**src/rtl/video_timing_gen.sv**
```systemverilog
// Raster timing and framebuffer word-address generator for the video shifter.
// Define VIDEO_ALT_PAGE_EN to add the page_sel input and the alternate screen page.
module video_timing_gen #(
    parameter int                H_VISIBLE  = 128,
    parameter int                H_TOTAL    = 168,
    parameter int                H_SYNC_ST  = 131,
    parameter int                H_SYNC_END = 147,
    parameter int                V_VIS_ST   = 42,
    parameter int                V_VIS_END  = 725,
    parameter int                V_TOTAL    = 806,
    parameter int                V_SYNC_ST  = 771,
    parameter int                V_SYNC_END = 776,
    parameter int                PIX_LAT    = 1,
    parameter int                HS_POL     = 0,
    parameter int                VS_POL     = 0,
    parameter int                V_DOUBLE   = 1,
    parameter int                ADDR_W     = 22,
    parameter logic [ADDR_W-1:0] FB_BASE    = 22'h3FA700,
    parameter logic [ADDR_W-1:0] FB_ALT_OFS = 22'h008000,
    parameter int                LINE_BYTES = 64
) (
    input  logic              clk,
    input  logic              reset,
    input  logic              clk_en,
    input  logic [1:0]        bus_cycle,
`ifdef VIDEO_ALT_PAGE_EN
    input  logic              page_sel,
`endif
    output logic [ADDR_W-1:0] video_addr,
    output logic              hsync,
    output logic              vsync,
    output logic              hblank_n,
    output logic              vblank_n,
    output logic              load_pixels,
    output logic              vblank_irq
);

    localparam int XW = $clog2(H_TOTAL);
    localparam int YW = $clog2(V_TOTAL);

    localparam logic [XW-1:0] X_LAST     = XW'(H_TOTAL - 1);
    localparam logic [XW-1:0] X_VIS      = XW'(H_VISIBLE);
    localparam logic [XW-1:0] HS_FIRST   = XW'(H_SYNC_ST + PIX_LAT);
    localparam logic [XW-1:0] HS_LAST    = XW'(H_SYNC_END + PIX_LAT);
    localparam logic [YW-1:0] Y_LAST     = YW'(V_TOTAL - 1);
    localparam logic [YW-1:0] Y_VIS_ST   = YW'(V_VIS_ST);
    localparam logic [YW-1:0] Y_VIS_END  = YW'(V_VIS_END);
    localparam logic [YW-1:0] Y_SYNC_ST  = YW'(V_SYNC_ST);
    localparam logic [YW-1:0] Y_SYNC_END = YW'(V_SYNC_END);
    localparam logic [ADDR_W-1:0] LINE_INC = ADDR_W'(LINE_BYTES);
    localparam logic HS_ACT = (HS_POL != 0);
    localparam logic VS_ACT = (VS_POL != 0);

    if ((H_SYNC_END + PIX_LAT >= H_TOTAL) || (V_VIS_END >= V_TOTAL)) begin : g_param_check
        $error("video_timing_gen: sync window or visible end exceeds total");
    end

    logic [XW-1:0]     xpos;
    logic [YW-1:0]     ypos;
    logic [YW-1:0]     ypos_next;
    logic [ADDR_W-1:0] row_addr;
    logic [ADDR_W-1:0] page_base;
    logic              dbl;
    logic              endline;
    logic              phase_hold;
    logic              line_vis;

    assign endline    = (xpos == X_LAST);
    assign phase_hold = (xpos == '0) && (bus_cycle != 2'd0);
    assign ypos_next  = (ypos == Y_LAST) ? '0 : ypos + YW'(1);
    assign line_vis   = (ypos >= Y_VIS_ST) && (ypos <= Y_VIS_END);

`ifdef VIDEO_ALT_PAGE_EN
    logic page;

    // Page is latched only at vblank start so a frame is never split across pages.
    always_ff @(posedge clk or posedge reset) begin
        if (reset) begin
            page <= 1'b0;
        end else if (clk_en && endline && (ypos == Y_VIS_END)) begin
            page <= page_sel;
        end
    end

    assign page_base = page ? (FB_BASE - FB_ALT_OFS) : FB_BASE;
`else
    assign page_base = FB_BASE;
`endif

    always_ff @(posedge clk or posedge reset) begin
        if (reset) begin
            xpos       <= '0;
            ypos       <= '0;
            row_addr   <= FB_BASE;
            dbl        <= 1'b0;
            hsync      <= ~HS_ACT;
            vsync      <= ~VS_ACT;
            vblank_irq <= 1'b0;
        end else if (clk_en) begin
            hsync      <= ((xpos >= HS_FIRST) && (xpos <= HS_LAST)) ? HS_ACT : ~HS_ACT;
            vsync      <= ((ypos >= Y_SYNC_ST) && (ypos <= Y_SYNC_END)) ? VS_ACT : ~VS_ACT;
            vblank_irq <= endline && (ypos == Y_VIS_END);
            if (endline) begin
                xpos <= '0;
                ypos <= ypos_next;
                // Row address restarts at the page base just before the first visible line.
                if (ypos_next == Y_VIS_ST) begin
                    row_addr <= page_base;
                    dbl      <= 1'b0;
                end else if (line_vis) begin
                    if (V_DOUBLE != 0) begin
                        dbl <= ~dbl;
                        if (dbl) begin
                            row_addr <= row_addr + LINE_INC;
                        end
                    end else begin
                        row_addr <= row_addr + LINE_INC;
                    end
                end
            end else if (!phase_hold) begin
                xpos <= xpos + XW'(1);
            end
        end
    end

    // One 16-bit word (two bytes) is fetched per four ticks.
    assign video_addr  = row_addr + {{(ADDR_W - XW + 1){1'b0}}, xpos[XW-1:2], 1'b0};
    assign hblank_n    = (xpos < X_VIS);
    assign vblank_n    = line_vis;
    assign load_pixels = hblank_n && vblank_n && (bus_cycle == 2'd0);

endmodule
```
**config.mk**
```make
export PLATFORM = sky130hd
export DESIGN_NAME = video_timing_gen
export DESIGN_NICKNAME = d
export VERILOG_FILES = /design/src/rtl/video_timing_gen.sv
export SDC_FILE = /design/constraint.sdc
export NUM_CORES = 1
export LEC_CHECK = 0
export BUFFER_PORTS_ARGS = -buffer_cell sky130_fd_sc_hd__buf_2
export CORE_MARGIN = 1
export CORE_UTILIZATION = 53
export DETAILED_ROUTE_END_ITERATION = 6
export GPL_TIMING_DRIVEN = 0
export MAX_ROUTING_LAYER = met4
export PLACE_DENSITY_LB_ADDON = 0.25
export SETUP_SLACK_MARGIN = 0.05
export SLEW_MARGIN = 20
export SYNTH_ARGS = -nofsm -noshare
export SYNTH_HDL_FRONTEND = slang
export SYNTH_SLANG_ARGS = --single-unit
```
**constraint.sdc**
```tcl
create_clock -name clk -period 1.95 [get_ports clk]
set_input_delay 0.195 -clock clk [delete_from_list [all_inputs] [get_ports clk]]
set_output_delay 0.195 -clock clk [all_outputs]
set_load 0.02 [all_outputs]
```
==> summary.md <==
| Metric | Value |
|---|---|
| Outcome | finished with violations |
| Failing checks | negative setup slack |
| ANT nets after route | 0 |
| Clock root cell | clkbuf_8 |
| MaxCap Viol Count | 0 |
| CTS tree | done |
| Final critical-path share of the clock period | 126% |
| WL met1 | 3410 um |
| Placed cell area | 3150 sq um |
| Peak supply drop | 905 uV |
| Routability cong. | between 0.8 and 0.9 |
| Detailed Route Iter0 Violations | about 200 |
| Layout Skew | 0.00828 ns |
| Startpoint Class | register |
| Starting Density | 54.9% |
| Max Fclk | just over 400 MHz |
| Worst EP arrival | 2.26 ns |
| CTS Sinks | 38 |
| Layout cells sized above 1 | 46.2% |
| Largest net degree at the start of global routing | 31 |
| PortBufs | 30 |
| Std-Cell Rows | 26 |
| Overall Power | 0.00268 W |
| Final Hold Viols | 0 |
| Drt total wl | 8770 um |
| Async SR Flop Fraction | 100% |
| CTS Buf Count | 5 |
| Die Span Y | between 70 and 80 um |
| Worst Tran Pin Value | between 0.5 and 0.6 ns |
| Static leakage | 1.75 nW |
| Pins over their slew limit | 0 |
| Deepest clock path buffer count | 2 |
| CTS H-tree depth | 2 |
| DR WL met2 | 4410 um |
| Die Area | 5550 sq um |
| Critical path endpoint category | primary output |
| Gr ovfl total | 0 |
| Setup slack after layout | -0.504 ns |
| Vias in the first global route | between 2,000 and 3,000 |
| Synth Area per Inst | between 8 and 9 sq um |
| Die X | 74.5 um |
| Top routing layer in use | met4 |
| Ports | 33 |
| Sequential area share after synthesis | between 30% and 40% |
| Met3 WL post-DR | 536 um |
| Post-layout min period | 2.45 ns |
| DRC errors left | 0 |
| Mapped Cells | 324 |
| Core area | between 5000 and 6000 sq um |
| DRT Pass-1 Iters | 5 |
| Hpwl dp | 4440 um |
| # diodes | 0 |
| Synth cell types | 60 |
| Antenna violations before repair | 0 |
| First-pass GRT wire length | 11,700 um |
| RSZ-0062 raised after global routing | true |
| Yosys warnings | 0 |
| Worst hold path type | in2reg |
| P&R area growth vs syn | 46.7% |
| Main synth FF type | dfrtp_1 |
| Post-Synthesis Cell Area | approximately 2800 sq um |
| PD cells | 655 nW/um^2 |
| Cell area after layout | 4090 sq um |
| Final setup viols | 31 |
| Max FO, Critical Path | 6 |
| Routed via count | 2,939 |
| Vias per std cell | 6.14 |
| Max_slew headroom | 65.8% |
| Register bit count reported by yosys | 38 |
| Critical Setup Path Class | reg2out |
| Post-synth EDFFs | 0 |
| Global Route Usage Sum | 28.8% |
| Wire length per cell | around 18 um |
| Req. time, crit path | 1.75 ns |
| Nets | 422 |
| Clock latency on the worst-skew pair | 0.31 ns |
| Clk pin slew, worst setup/hold paths | roughly 0.08 ns |
## logic make-up (layout without fill, tap and decap cells)
group           count (synthesis)  count (layout)  share of synthesized area, %
other cells                     1               2                         0.135
simple gates                  155             155                          31.7
compound gates                 41              41                          9.70
xor+xnor                       38              38                          11.9
fa+ha+maj                       9               9                          4.04
mux                             2               2                         0.763
flops                          38              38                          34.7
buf+inv                        40             124                          7.05
## report_power, final
group | internal (W) | switching [W] | total, W
sequential | 0.000896 | 0.000133 | 0.00103
clock | 0.000285 | 0.000321 | 0.000606
combinational | 0.000471 | 0.000574 | 0.00104
total | 0.00165 | 0.00103 | 0.00268
## through the flow
stage	worst slack, ns	hold slack (ns)	setup TNS (ns)	instances	utilization [%]
2_1_floorplan	-0.147	0.378	-0.526	325	-
5_1_grt	-0.535	0.285	-9.23	479	80.6
3_5_place_dp	-0.429	0.124	-7.80	426	62.1
6_report	-0.504	0.259	-6.63	479	80.6
4_1_cts	-0.445	0.261	-3.42	461	73.4
3_3_place_gp	-0.376	0.486	-6.44	425	61.7
## timing repair
item                                    4_1_cts  5_1_grt
hold buffers                                  1        0
cloned                                        1        0
endpoints found under the setup margin       44       36
endpoints found under the hold margin         7        0
buffers inserted                             30       23
pin swaps                                    24       28
gates resized for setup                      59       70
## state kept, by name, indices dropped and copies added, names as in the netlist
| signal | flops |
|---|---|
| vsync | 1 |
| row_addr | 16 |
| hsync | 1 |
| xpos | 8 |
| dbl | 1 |
| ypos | 10 |
| vblank_irq | 1 |
## worst paths after layout
kind                               from              to  slack, ns  depth (start not counted)
worst min-delay path             clk_en           hsync       0.26                          3
worst max register to register  ypos[1]    row_addr[18]      -0.35                         12
min in group asynchronous         reset         ypos[7]       0.35                          3
worst max-delay path            xpos[7]  video_addr[21]      -0.50                          7
worst min register to register    hsync           hsync       0.50                          2
max in group asynchronous         reset    row_addr[15]       1.10                          4
## Yosys cell counts (all sizes together) (3+ instances only)
cell	count	area, sq um
dfrtp	25	626
nand2b	3	18.8
dfstp	13	342
nand2	38	143
xnor2	20	175
nor2	28	105
o21ai	19	110
nor3	10	55.1
nor3b	3	22.5
nand3	11	67.6
buf	15	103
xor2	18	158
a31oi	3	18.8
and3	8	50.1
o31ai	3	22.5
clkbuf	13	48.8
nand4b	3	26.3
o21a	3	23.8
inv	12	45.0
nand4	26	178
nor4	6	65.1
ha	9	113
or2	3	18.8
## layer usage
layer | track usage [%] | vias up
li1 | - | 1299
met1 | 34.4 | 1425
met2 | 46.7 | 164
met3 | 5.83 | 51
met4 | 13.0 | 0
met5 | - | -
## final cells by class
class                           count  area [sq um]
Buffer                             22           185
Clock buffer                        6          82.6
Clock inverter                      2          12.5
Fill cell                         289           986
Inverter                           12          57.6
Multi-Input combinational cell    247          2030
Sequential cell                    38           968
Tap cell                           70          87.6
Timing Repair Buffer               82           661
## cells in the final DEF, fill, tap and decap left out, drive strengths merged, types with 6 or more instances in the layout
cell type	n
o21ai	19
clkbuf	15
inv	11
dfrtp	25
nand4	26
nor2	28
dfstp	13
xnor2	20
nand3	11
and3	8
buf	94
nand2	38
nor4	6
xor2	18
ha	9
nor3	10
## worst max-delay path, stage by stage, from the launching register on
cell      delay [ns]
dfrtp_2         0.48
ha_4            0.21
a31oi_4         0.06
nand4b_1        0.32
or2_4           0.37
nor3_4          0.18
xor2_2          0.19
buf_6           0.14
Note: power is estimated with default switching activity, not from simulation.
